File: src/rtl/timer_apb_sequencer.sv
// -----------------------------------------------------------------------------
// timer_apb_sequencer
//
// APB master that programs and services an 8-bit APB timer on its own.
// After an accepted start it writes the reload value (TDR, 0x00), loads it
// into the counter (TCR, 0x01, load bit set), starts the counter (TCR with
// load bit clear), then polls TSR (0x02).  Each poll that shows a flag is
// answered with a clearing write and counted as one event.  After the
// programmed number of events, on abort, or on a bus error, the timer is
// stopped by writing TCR=0x00.
//
// Handshake: an APB transfer is one SETUP cycle (psel=1, penable=0) followed
// by ACCESS cycles (psel=1, penable=1) until pready=1; address, direction and
// write data stay stable from SETUP to the cycle pready is seen, and every
// transfer is followed by at least one cycle with psel=0.
//
// Ports
//   pclk, presetn             clock, asynchronous active-low reset
//   start                     one-cycle start pulse (honoured in IDLE/DONE)
//   abort                     level; requests the stop sequence
//   cfg_tdr/cfg_tcr/num_events run configuration, sampled at start
//   busy, done, err           status (done is a one-cycle pulse, err sticky)
//   event_cnt, last_tsr       serviced event count, latest TSR value read
//   paddr..pwdata, prdata,
//   pready, pslverr           APB master port
//   dbg_state                 current FSM state, for observation only
// -----------------------------------------------------------------------------
module timer_apb_sequencer #(
   parameter int POLL_GAP  = 4,
   parameter int PREADY_TO = 16,
   parameter int ADDR_W    = 8
) (
   input  logic              pclk,
   input  logic              presetn,
   input  logic              start,
   input  logic              abort,
   input  logic [7:0]        cfg_tdr,
   input  logic [7:0]        cfg_tcr,
   input  logic [7:0]        num_events,
   output logic              busy,
   output logic              done,
   output logic              err,
   output logic [7:0]        event_cnt,
   output logic [7:0]        last_tsr,
   output logic [ADDR_W-1:0] paddr,
   output logic              psel,
   output logic              penable,
   output logic              pwrite,
   output logic [7:0]        pwdata,
   input  logic [7:0]        prdata,
   input  logic              pready,
   input  logic              pslverr,
   output logic [3:0]        dbg_state
);

   typedef enum logic [3:0] {
      S_IDLE    = 4'd0,
      S_WR_TDR  = 4'd1,
      S_WR_LOAD = 4'd2,
      S_WR_RUN  = 4'd3,
      S_GAP     = 4'd4,
      S_POLL    = 4'd5,
      S_CLR     = 4'd6,
      S_STOP    = 4'd7,
      S_DONE    = 4'd8
   } state_t;

   // Phase of the transfer inside a bus state.  PH_IDLE is the quiet cycle
   // before SETUP; it is also where abort is sampled, so an in-flight
   // transfer is never cut short by abort.
   typedef enum logic [1:0] {
      PH_IDLE   = 2'd0,
      PH_SETUP  = 2'd1,
      PH_ACCESS = 2'd2
   } phase_t;

   state_t      r_state, w_state_n;
   phase_t      r_phase, w_phase_n;
   logic [7:0]  r_tdr, r_tcr, r_num;
   logic [7:0]  r_evt, r_last;
   logic        r_err, r_done;
   logic [15:0] r_to_cnt, r_gap_cnt;

   logic        w_accept, w_set_err, w_cap_tsr, w_inc_evt;
   logic        w_gap_inc, w_to_inc, w_xfer;
   logic [7:0]  w_evt_inc;
   state_t      w_fail_dest, w_gap_dest;

   assign w_evt_inc   = (r_evt == 8'hFF) ? 8'hFF : r_evt + 8'd1;
   // An error while stopping cannot be recovered by stopping again.
   assign w_fail_dest = (r_state == S_STOP) ? S_DONE : S_STOP;
   // With no poll gap the next poll follows directly.
   assign w_gap_dest  = (POLL_GAP == 0) ? S_POLL : S_GAP;
   assign w_xfer      = (r_state == S_WR_TDR) || (r_state == S_WR_LOAD) ||
                        (r_state == S_WR_RUN) || (r_state == S_POLL)    ||
                        (r_state == S_CLR)    || (r_state == S_STOP);

   // ---------------- FSM state register ----------------
   always_ff @(posedge pclk or negedge presetn) begin
      if (!presetn) begin
         r_state <= S_IDLE;
         r_phase <= PH_IDLE;
      end else begin
         r_state <= w_state_n;
         r_phase <= w_phase_n;
      end
   end

   // ---------------- FSM next state ----------------
   always_comb begin
      w_state_n = r_state;
      w_phase_n = r_phase;
      w_accept  = 1'b0;
      w_set_err = 1'b0;
      w_cap_tsr = 1'b0;
      w_inc_evt = 1'b0;
      w_gap_inc = 1'b0;
      w_to_inc  = 1'b0;
      case (r_state)
         S_IDLE, S_DONE: begin
            if (start) begin
               w_accept  = 1'b1;
               w_state_n = S_WR_TDR;
               w_phase_n = PH_IDLE;
            end
         end
         S_GAP: begin
            if (abort)
               w_state_n = S_STOP;
            else if (r_gap_cnt == 16'(POLL_GAP - 1))
               w_state_n = S_POLL;
            else
               w_gap_inc = 1'b1;
         end
         default: begin
            case (r_phase)
               PH_IDLE: begin
                  if (abort && (r_state != S_STOP))
                     w_state_n = S_STOP;
                  else
                     w_phase_n = PH_SETUP;
               end
               PH_SETUP: w_phase_n = PH_ACCESS;
               default: begin
                  if (pready) begin
                     w_phase_n = PH_IDLE;
                     if (pslverr) begin
                        w_set_err = 1'b1;
                        w_state_n = w_fail_dest;
                     end else begin
                        case (r_state)
                           S_WR_TDR:  w_state_n = S_WR_LOAD;
                           S_WR_LOAD: w_state_n = S_WR_RUN;
                           S_WR_RUN:  w_state_n = w_gap_dest;
                           S_POLL: begin
                              w_cap_tsr = 1'b1;
                              w_state_n = (prdata[1:0] != 2'b00) ? S_CLR : w_gap_dest;
                           end
                           S_CLR: begin
                              w_inc_evt = 1'b1;
                              w_state_n = ((r_num != 8'd0) && (w_evt_inc == r_num)) ?
                                          S_STOP : w_gap_dest;
                           end
                           S_STOP:    w_state_n = S_DONE;
                           default:   w_state_n = r_state;
                        endcase
                     end
                  end else if (r_to_cnt == 16'(PREADY_TO - 1)) begin
                     // Slave never answered: drop the transfer.
                     w_set_err = 1'b1;
                     w_phase_n = PH_IDLE;
                     w_state_n = w_fail_dest;
                  end else begin
                     w_to_inc = 1'b1;
                  end
               end
            endcase
         end
      endcase
   end

   // ---------------- datapath registers ----------------
   always_ff @(posedge pclk or negedge presetn) begin
      if (!presetn) begin
         r_tdr     <= 8'd0;
         r_tcr     <= 8'd0;
         r_num     <= 8'd0;
         r_evt     <= 8'd0;
         r_last    <= 8'd0;
         r_err     <= 1'b0;
         r_done    <= 1'b0;
         r_to_cnt  <= 16'd0;
         r_gap_cnt <= 16'd0;
      end else begin
         r_done    <= (w_state_n == S_DONE) && (r_state != S_DONE);
         r_to_cnt  <= w_to_inc  ? r_to_cnt + 16'd1  : 16'd0;
         r_gap_cnt <= w_gap_inc ? r_gap_cnt + 16'd1 : 16'd0;
         if (w_accept) begin
            r_tdr <= cfg_tdr;
            r_tcr <= cfg_tcr;
            r_num <= num_events;
            r_evt <= 8'd0;
            r_err <= 1'b0;
         end
         if (w_set_err) r_err  <= 1'b1;
         if (w_cap_tsr) r_last <= prdata;
         if (w_inc_evt) r_evt  <= w_evt_inc;
      end
   end

   // ---------------- APB bus decode ----------------
   // Decoded from registers only, so asynchronous reset drops psel/penable
   // immediately.
   always_comb begin
      psel    = w_xfer && (r_phase != PH_IDLE);
      penable = w_xfer && (r_phase == PH_ACCESS);
      paddr   = '0;
      pwrite  = 1'b0;
      pwdata  = 8'h00;
      if (psel) begin
         case (r_state)
            S_WR_TDR:  begin paddr = ADDR_W'(0); pwrite = 1'b1; pwdata = r_tdr; end
            S_WR_LOAD: begin paddr = ADDR_W'(1); pwrite = 1'b1; pwdata = r_tcr | 8'h80; end
            S_WR_RUN:  begin paddr = ADDR_W'(1); pwrite = 1'b1; pwdata = r_tcr & 8'h7F; end
            S_POLL:    begin paddr = ADDR_W'(2); pwrite = 1'b0; end
            S_CLR:     begin paddr = ADDR_W'(2); pwrite = 1'b1; end
            S_STOP:    begin paddr = ADDR_W'(1); pwrite = 1'b1; end
            default:   begin paddr = '0;         pwrite = 1'b0; end
         endcase
      end
   end

   assign busy      = (r_state != S_IDLE) && (r_state != S_DONE);
   assign done      = r_done;
   assign err       = r_err;
   assign event_cnt = r_evt;
   assign last_tsr  = r_last;
   assign dbg_state = r_state;

endmodule

File: config.mk
export PLATFORM = sky130hd
export DESIGN_NAME = timer_apb_sequencer
export DESIGN_NICKNAME = d
export VERILOG_FILES = /design/src/rtl/timer_apb_sequencer.sv
export SDC_FILE = /design/constraint.sdc
export NUM_CORES = 1
export LEC_CHECK = 0
export ABC_AREA = 1
export BUFFER_PORTS_ARGS = -buffer_cell sky130_fd_sc_hd__buf_2
export CAP_MARGIN = 15
export CORE_MARGIN = 5
export CORE_UTILIZATION = 51
export CTS_CLUSTER_DIAMETER = 60
export CTS_CLUSTER_SIZE = 16
export DETAILED_ROUTE_END_ITERATION = 8
export GPL_TIMING_DRIVEN = 0
export PLACE_DENSITY_LB_ADDON = 0.12
export SKIP_LAST_GASP = 1
export SLEW_MARGIN = 15
export SYNTH_ARGS = -nofsm -noshare
export SYNTH_HDL_FRONTEND = slang
export SYNTH_SLANG_ARGS = --single-unit
File: constraint.sdc
create_clock -name pclk -period 1.8 [get_ports pclk]
set_input_delay 0.09 -clock pclk [delete_from_list [all_inputs] [get_ports pclk]]
set_output_delay 0.09 -clock pclk [all_outputs]
set_load 0.005 [all_outputs]
---- Word level (Yosys, flattened, before mapping) ----
Index checks and enable logic that the tools add are counted.
word-level totals
  word-level logic and storage cells ...... 117
  input port bits ......................... 38
  output and inout port bits .............. 42
  bits in registers ....................... 79
operators by class
  $add $sub $neg .......................... 3
  bitwise logic cells ..................... 1
  reduce and logical (&&, ||, !) cells .... 27
  muxes and demuxes ....................... 56
  equal/unequal tests ..................... 19
operators with widths
  operator                                         number
  2-to-1 mux 8 bit                                 5
  adder 16 x 1 -> 16 bit (second input constant)   2
  2-to-1 mux 16 bit                                2
  2-to-1 mux 4 bit                                 8
  2-to-1 mux 1 bit                                 28
  one-hot mux 4 bit (6 select lines)               1
  one-hot mux 8 bit (3 select lines)               1
  == test 16 x 2 -> 1 bit (second input constant)  1
  == test 16 x 4 -> 1 bit (second input constant)  1
  == test 4 x 3 -> 1 bit (second input constant)   4
  one-hot mux 4 bit (2 select lines)               2
  2-to-1 mux 2 bit                                 6
  one-hot mux 2 bit (2 select lines)               3
  adder 8 x 1 -> 8 bit (second input constant)     1
  == test 4 x 2 -> 1 bit (second input constant)   2
  == test 4 bit (second input constant)            2
  == test 8 bit                                    1
  == test 8 bit (second input constant)            1
  nonzero test 2 bit                               4
  nonzero test 8 bit                               1
  logical AND 1 bit                                6
  OR reduction 2 bit                               3
  OR reduction 3 bit                               2
  logical OR 1 bit                                 5
  14 further kinds                                 14

---- Longest topological paths before layout ----
  word-level depth ........................ 12
  mapped depth ............................ 20

---- Least setup slack after synthesis ----
No wires, ideal clock.
  kind .................................... reg2reg
  from .................................... register r_evt[0], in the netlist event_cnt[0]
  to ...................................... register r_done, in the netlist done
  data arrival time ....................... 1,783 ps
  setup slack ............................. -99 ps
  cell stages (with the launch flop) ...... 20
  cells stage by stage .................... dfrtp_1 > ha_1 > nand2_2 > nor2_4 > nand2_2 > buf_6 > nand3_1 > nand2_1 > nor2_1 > nand2_1 > nor2_1 > nand2_1 > nand2_1 > nand2_1 > nand2_1 > nand2_1 > nand2_1 > nand2_1 > nand2_2 > nor2_2
between the ends
  word-level cells in the longest chain between the ends .. 12
  elaborated cells on any way between the ends .. 13
  those cells by class .................... add/sub: 1; eq/ne: 3; mux: 7; reduce/logical: 2
RTL lines
  element                                                       line  text
  start, declared                                               80    logic [7:0] r_evt, r_last;
  start signal, assigned                                        207   if (w_inc_evt) r_evt <= w_evt_inc;
  adder 8 x 1 -> 8 bit / == test 8 bit (equally long branches)  89    assign w_evt_inc = (r_evt == 8'hFF) ? 8'hFF : r_evt + 8'd1;
  2-to-1 mux 8 bit *                                            89
  == test 8 bit *                                               161   w_state_n = ((r_num != 8'd0) && (w_evt_inc == r_num)) ?
  logical AND 1 bit *                                           161
  2-to-1 mux 2 bit *                                            161
  one-hot mux 4 bit (6 select lines) *                          151   case (r_state)
  2-to-1 mux 4 bit *                                            147   if (pslverr) begin
  2-to-1 mux 4 bit *                                            145   if (pready) begin
  one-hot mux 4 bit (2 select lines) *                          136   case (r_phase)
  one-hot mux 4 bit (2 select lines) *                          119   case (r_state)
  net w_state_n[1]                                              77    state_t r_state, w_state_n;
  == test 4 bit *                                               195   r_done <= (w_state_n == S_DONE) && (r_state != S_DONE);
  logical AND 1 bit *                                           195
  end signal, assigned                                          195
  end, declared                                                 81    logic r_err, r_done;
The timed path passes the listed nets; every way through them passes the cells marked *.
A chain may end at the register's enable or synchronous reset.

---- Final worst setup path ----
  from .................................... register r_gap_cnt[1]
  to ...................................... register r_gap_cnt[4]
between the ends
  word-level cells in the longest chain between the ends .. 5
  elaborated cells on any way between the ends .. 6
  those cells by class .................... add/sub: 1; eq/ne: 1; mux: 4
RTL lines
  element                                                         line  text
  start, declared                                                 82    logic [15:0] r_to_cnt, r_gap_cnt;
  start signal, assigned                                          197   r_gap_cnt <= w_gap_inc ? r_gap_cnt + 16'd1 : 16'd0;
  branches (longest 4 deep; another with adder 16 x 1 -> 16 bit)  n/a
  2-to-1 mux 16 bit *                                             197
Every way passes the cells marked *.

==> summary.txt <==
Critical path
  • Slowest Stage Delay on Critical Path: 0.36 ns
  • R2r worst-path depth: 14
  • Crit-path leading delay family: buffers and inverters
  • CP Capture Type: flop
  • CP Launch Type: flop
  • Crit-path cells: ha_2 -> nand2_2 -> nor2_1 -> inv_1 -> buf_4 -> buf_4 -> buf_4 -> buf_4 -> buf_4 -> buf_4 -> buf_4 -> buf_4 -> nand2_1 -> nor3b_2
  • FF-to-FF End: r_gap_cnt[4]
  • Crit Path Class: reg2reg
  • Most used cell, CP: buf_4
  • Max FO, Critical Path: 2
  • Reg2Reg Launch Point: r_gap_cnt[1]
  • R2R setup slack: -0.28 ns
  • Worst Path Required: 2.07 ns
  • Crit path buf inv count: 9
  • Cell at the slowest stage of the critical path: dfrtp_1
  • Crit path DAT: 2.35 ns

Synthesis
  • Syn_area_per_cell: 7.696 sq um
  • Most common cell in the netlist: nand2_1
  • Distinct cells, synth: 38
  • Synth warn: 0
  • Post-Syn Instances: 562
  • Commonest cells in the netlist: nand2_1 (155), dfrtp_1 (79), inv_1 (73)
  • Ys flop type: dfrtp_1
  • EDFF count, synth: 0
  • Synth top area share: 0.4570
  • Seq/Total Area, Yosys: 0.4570
  • Mapped Area: 4325 sq um
  • Count of state elements after synthesis: 79
  • Post-synth top area cell: dfrtp_1
  • Largest cells by area after synthesis: dfrtp_1 (46%), nand2_1 (13%), inv_1 (6.3%)
  • Ys async rst share: 1.000

Power and ir drop
  • Peak supply drop: 611.2 uV
  • Static leakage: 3.212 nW
  • Pwr Total: 7.648 mW
  • Pwr dens: 1213 nW/um^2

STA
  • Hold Violations, Final: 0
  • Hold_ws: 0.1242 ns
  • Final worst clock skew: 0.01205 ns
  • Fmax: 479.7 MHz
  • Max Transition Viols Final: 0
  • Slew @ Worst Pin: 0.5235 ns
  • Final period util: 1.158
  • Slew headroom: 0.6510
  • Final setup margin: -0.2848 ns
  • Final Critical Period: 2.085 ns
  • RSZ-0062 raised after global routing: yes
  • Final setup fails: 14

CTS
  • Maximum clock path buffer count: 2
  • Clk slew on worst S/H paths: 0.07 ns
  • Clk sink count: 79
  • Clock root buffer: clkbuf_8
  • CTS Buf Count: 9
  • Clock latency at the later pin of the worst-skew pair: 0.35 ns
  • CTS tree: built
  • H-tree depth: 3

Die
  • Die Height: 102.1 um
  • Initial Utilization: 0.5238
  • Core Area: 8258 sq um
  • FP Rows: 33
  • Die area: 10420 sq um
  • Top-level I/O count: 80
  • Die width: 102.1 um

Outcome
  • Failing checks: setup timing
  • Status: finished, violations left

Drt
  • Via count: 4446
  • Wire per inst: 14.67 um
  • DRT Pass-1 Iters: 5
  • DRC: 0
  • Final ANT Viol Nets: 0
  • Initial drt markers: 245
  • WL final: 12.59 mm
  • Via-per-instance ratio: 5.182

Global routing
  • Vias in the first global route: 4265
  • Largest net degree at the start of global routing: 42
  • Grt total ovfl: 0
  • First-pass GRT wire length: 19.63 mm
  • Initial antenna violation count: 0
  • Total track usage: 0.2368

Placement
  • Post-Place Setup Slack: -0.3750 ns
  • Port bufs: 72
  • Placed wire-length estimate: 7.647 mm
  • Dpl cells: 745
  • Global placement routability congestion: 0.8889

Worst hold path
  • Hold Path Sink: dbg_state[1]
  • Hold Path Depth: 3
  • HP Class: in2reg
  • Source of the worst hold timing path: abort

Layout
  • Fillers: 597
  • Layout cells sized above 1: 0.3705
  • Layout Cells excl Fill: 858
  • Nets: 789
  • Area of the multi-input gates: 2333 sq um
  • Register area: 1986 sq um
  • Ant diodes: 0
  • Syn-to-layout area delta: 45.82%

Flow run
  • Max-cap viol count: 0
[worst max-delay path by stage]
stage	start	to	depth (start not counted)
2_1_floorplan	event_cnt[1]	done	19
3_3_place_gp	dbg_state[1]	event_cnt[5]	9
3_5_place_dp	r_to_cnt[0]	r_to_cnt[13]	12
4_1_cts	r_gap_cnt[0]	r_gap_cnt[14]	14
5_1_grt	r_gap_cnt[1]	r_gap_cnt[4]	14
6_report	r_gap_cnt[1]	r_gap_cnt[4]	14
[logic make-up (layout without fill, tap and decap cells)]
logic type	Yosys count	in the layout	share of synthesized area
AND/OR/NAND/NOR	307	309	0.3301
buffers and inverters	95	279	0.09083
flip-flops	79	79	0.4570
AO/OA/AOI/OAI	66	66	0.08562
multiplexers	8	8	0.02083
adder cells (fa/ha/maj)	3	3	0.008679
XOR/XNOR	3	3	0.006076
other	1	6	0.0008670
[metrics by stage]
step                utilization  TNS, ns  area (sq um)
floorplan                     -  -0.1099          4368
global placement         0.5885   -13.02          4860
detailed placement       0.5912   -14.63          4882
CTS                      0.7180   -1.047          5929
global route             0.7638   -4.723          6307
finish                   0.7638   -1.599          6307
[power breakdown]
| part | total, mW | leakage (nW) | switching (mW) | internal (mW) |
|---|---|---|---|---|
| Combinational | 3.39 | 2.06 | 2.03 | 1.36 |
| Clock | 1.60 | 0.118 | 0.639 | 0.962 |
| Sequential | 2.66 | 1.04 | 0.397 | 2.26 |
[worst reg2reg max path, cell delays in order, from the launching register on]
cell     delay, ns
dfrtp_1       0.36
ha_2          0.20
nand2_2       0.06
nor2_1        0.08
inv_1         0.08
buf_4         0.14
buf_4         0.12
buf_4         0.12
buf_4         0.12
buf_4         0.12
buf_4         0.12
buf_4         0.12
buf_4         0.13
nand2_1       0.06
nor3b_2       0.18
[sequential cells by signal (all words and copies together), names as in the netlist]
name       cells
r_num          8
done           1
dbg_state      4
last_tsr       8
r_tdr          8
r_to_cnt      16
r_phase        2
r_gap_cnt     16
event_cnt      8
err            1
r_tcr          7
[metal layers]
metal / GRT usage / up-vias / wire length, um
met2: 0.4198 / 142 / 6509
met1: 0.2925 / 2095 / 5092
met4: 0.05954 / 0 / 227
met5: 0 / - / 0
li1: - / 2185 / -
met3: 0.05324 / 24 / 759
[placed cells by master, fill, tap and decap left out, drive strengths merged]
cell and n:
a21oi 26, a22oi 1, a31oi 4, a32o 1
buf 147, bufinv 3, clkbuf 18, conb 6
dfrtp 79, dlygate4sd3 32, ha 3, inv 79
mux2 8, nand2 159, nand3 42, nand4 9
nor2 69, nor3 14, nor3b 11, nor4 5
o211ai 2, o21ai 23, o21bai 1, o22ai 6
o311a 1, o31ai 1, xnor2 1, xor2 2
[layout make-up]
class,count,share of cell area
Tap cell,105,0.02083
Clock inverter,3,0.01428
Inverter,79,0.04781
Buffer,16,0.01805
Clock buffer,13,0.02361
Sequential cell,79,0.3148
Multi-Input combinational cell,395,0.3700
Timing Repair Buffer,168,0.1906
[what timing repair did]
action,4_1_cts,5_1_grt
buffers inserted,38,25
pin swaps,25,30
cloned,2,1
resized for setup,61,61
endpoints found under the hold margin,69,0
endpoints found under the setup margin,86,84
hold buffers,32,0
Power figures use the tool's default switching activity.
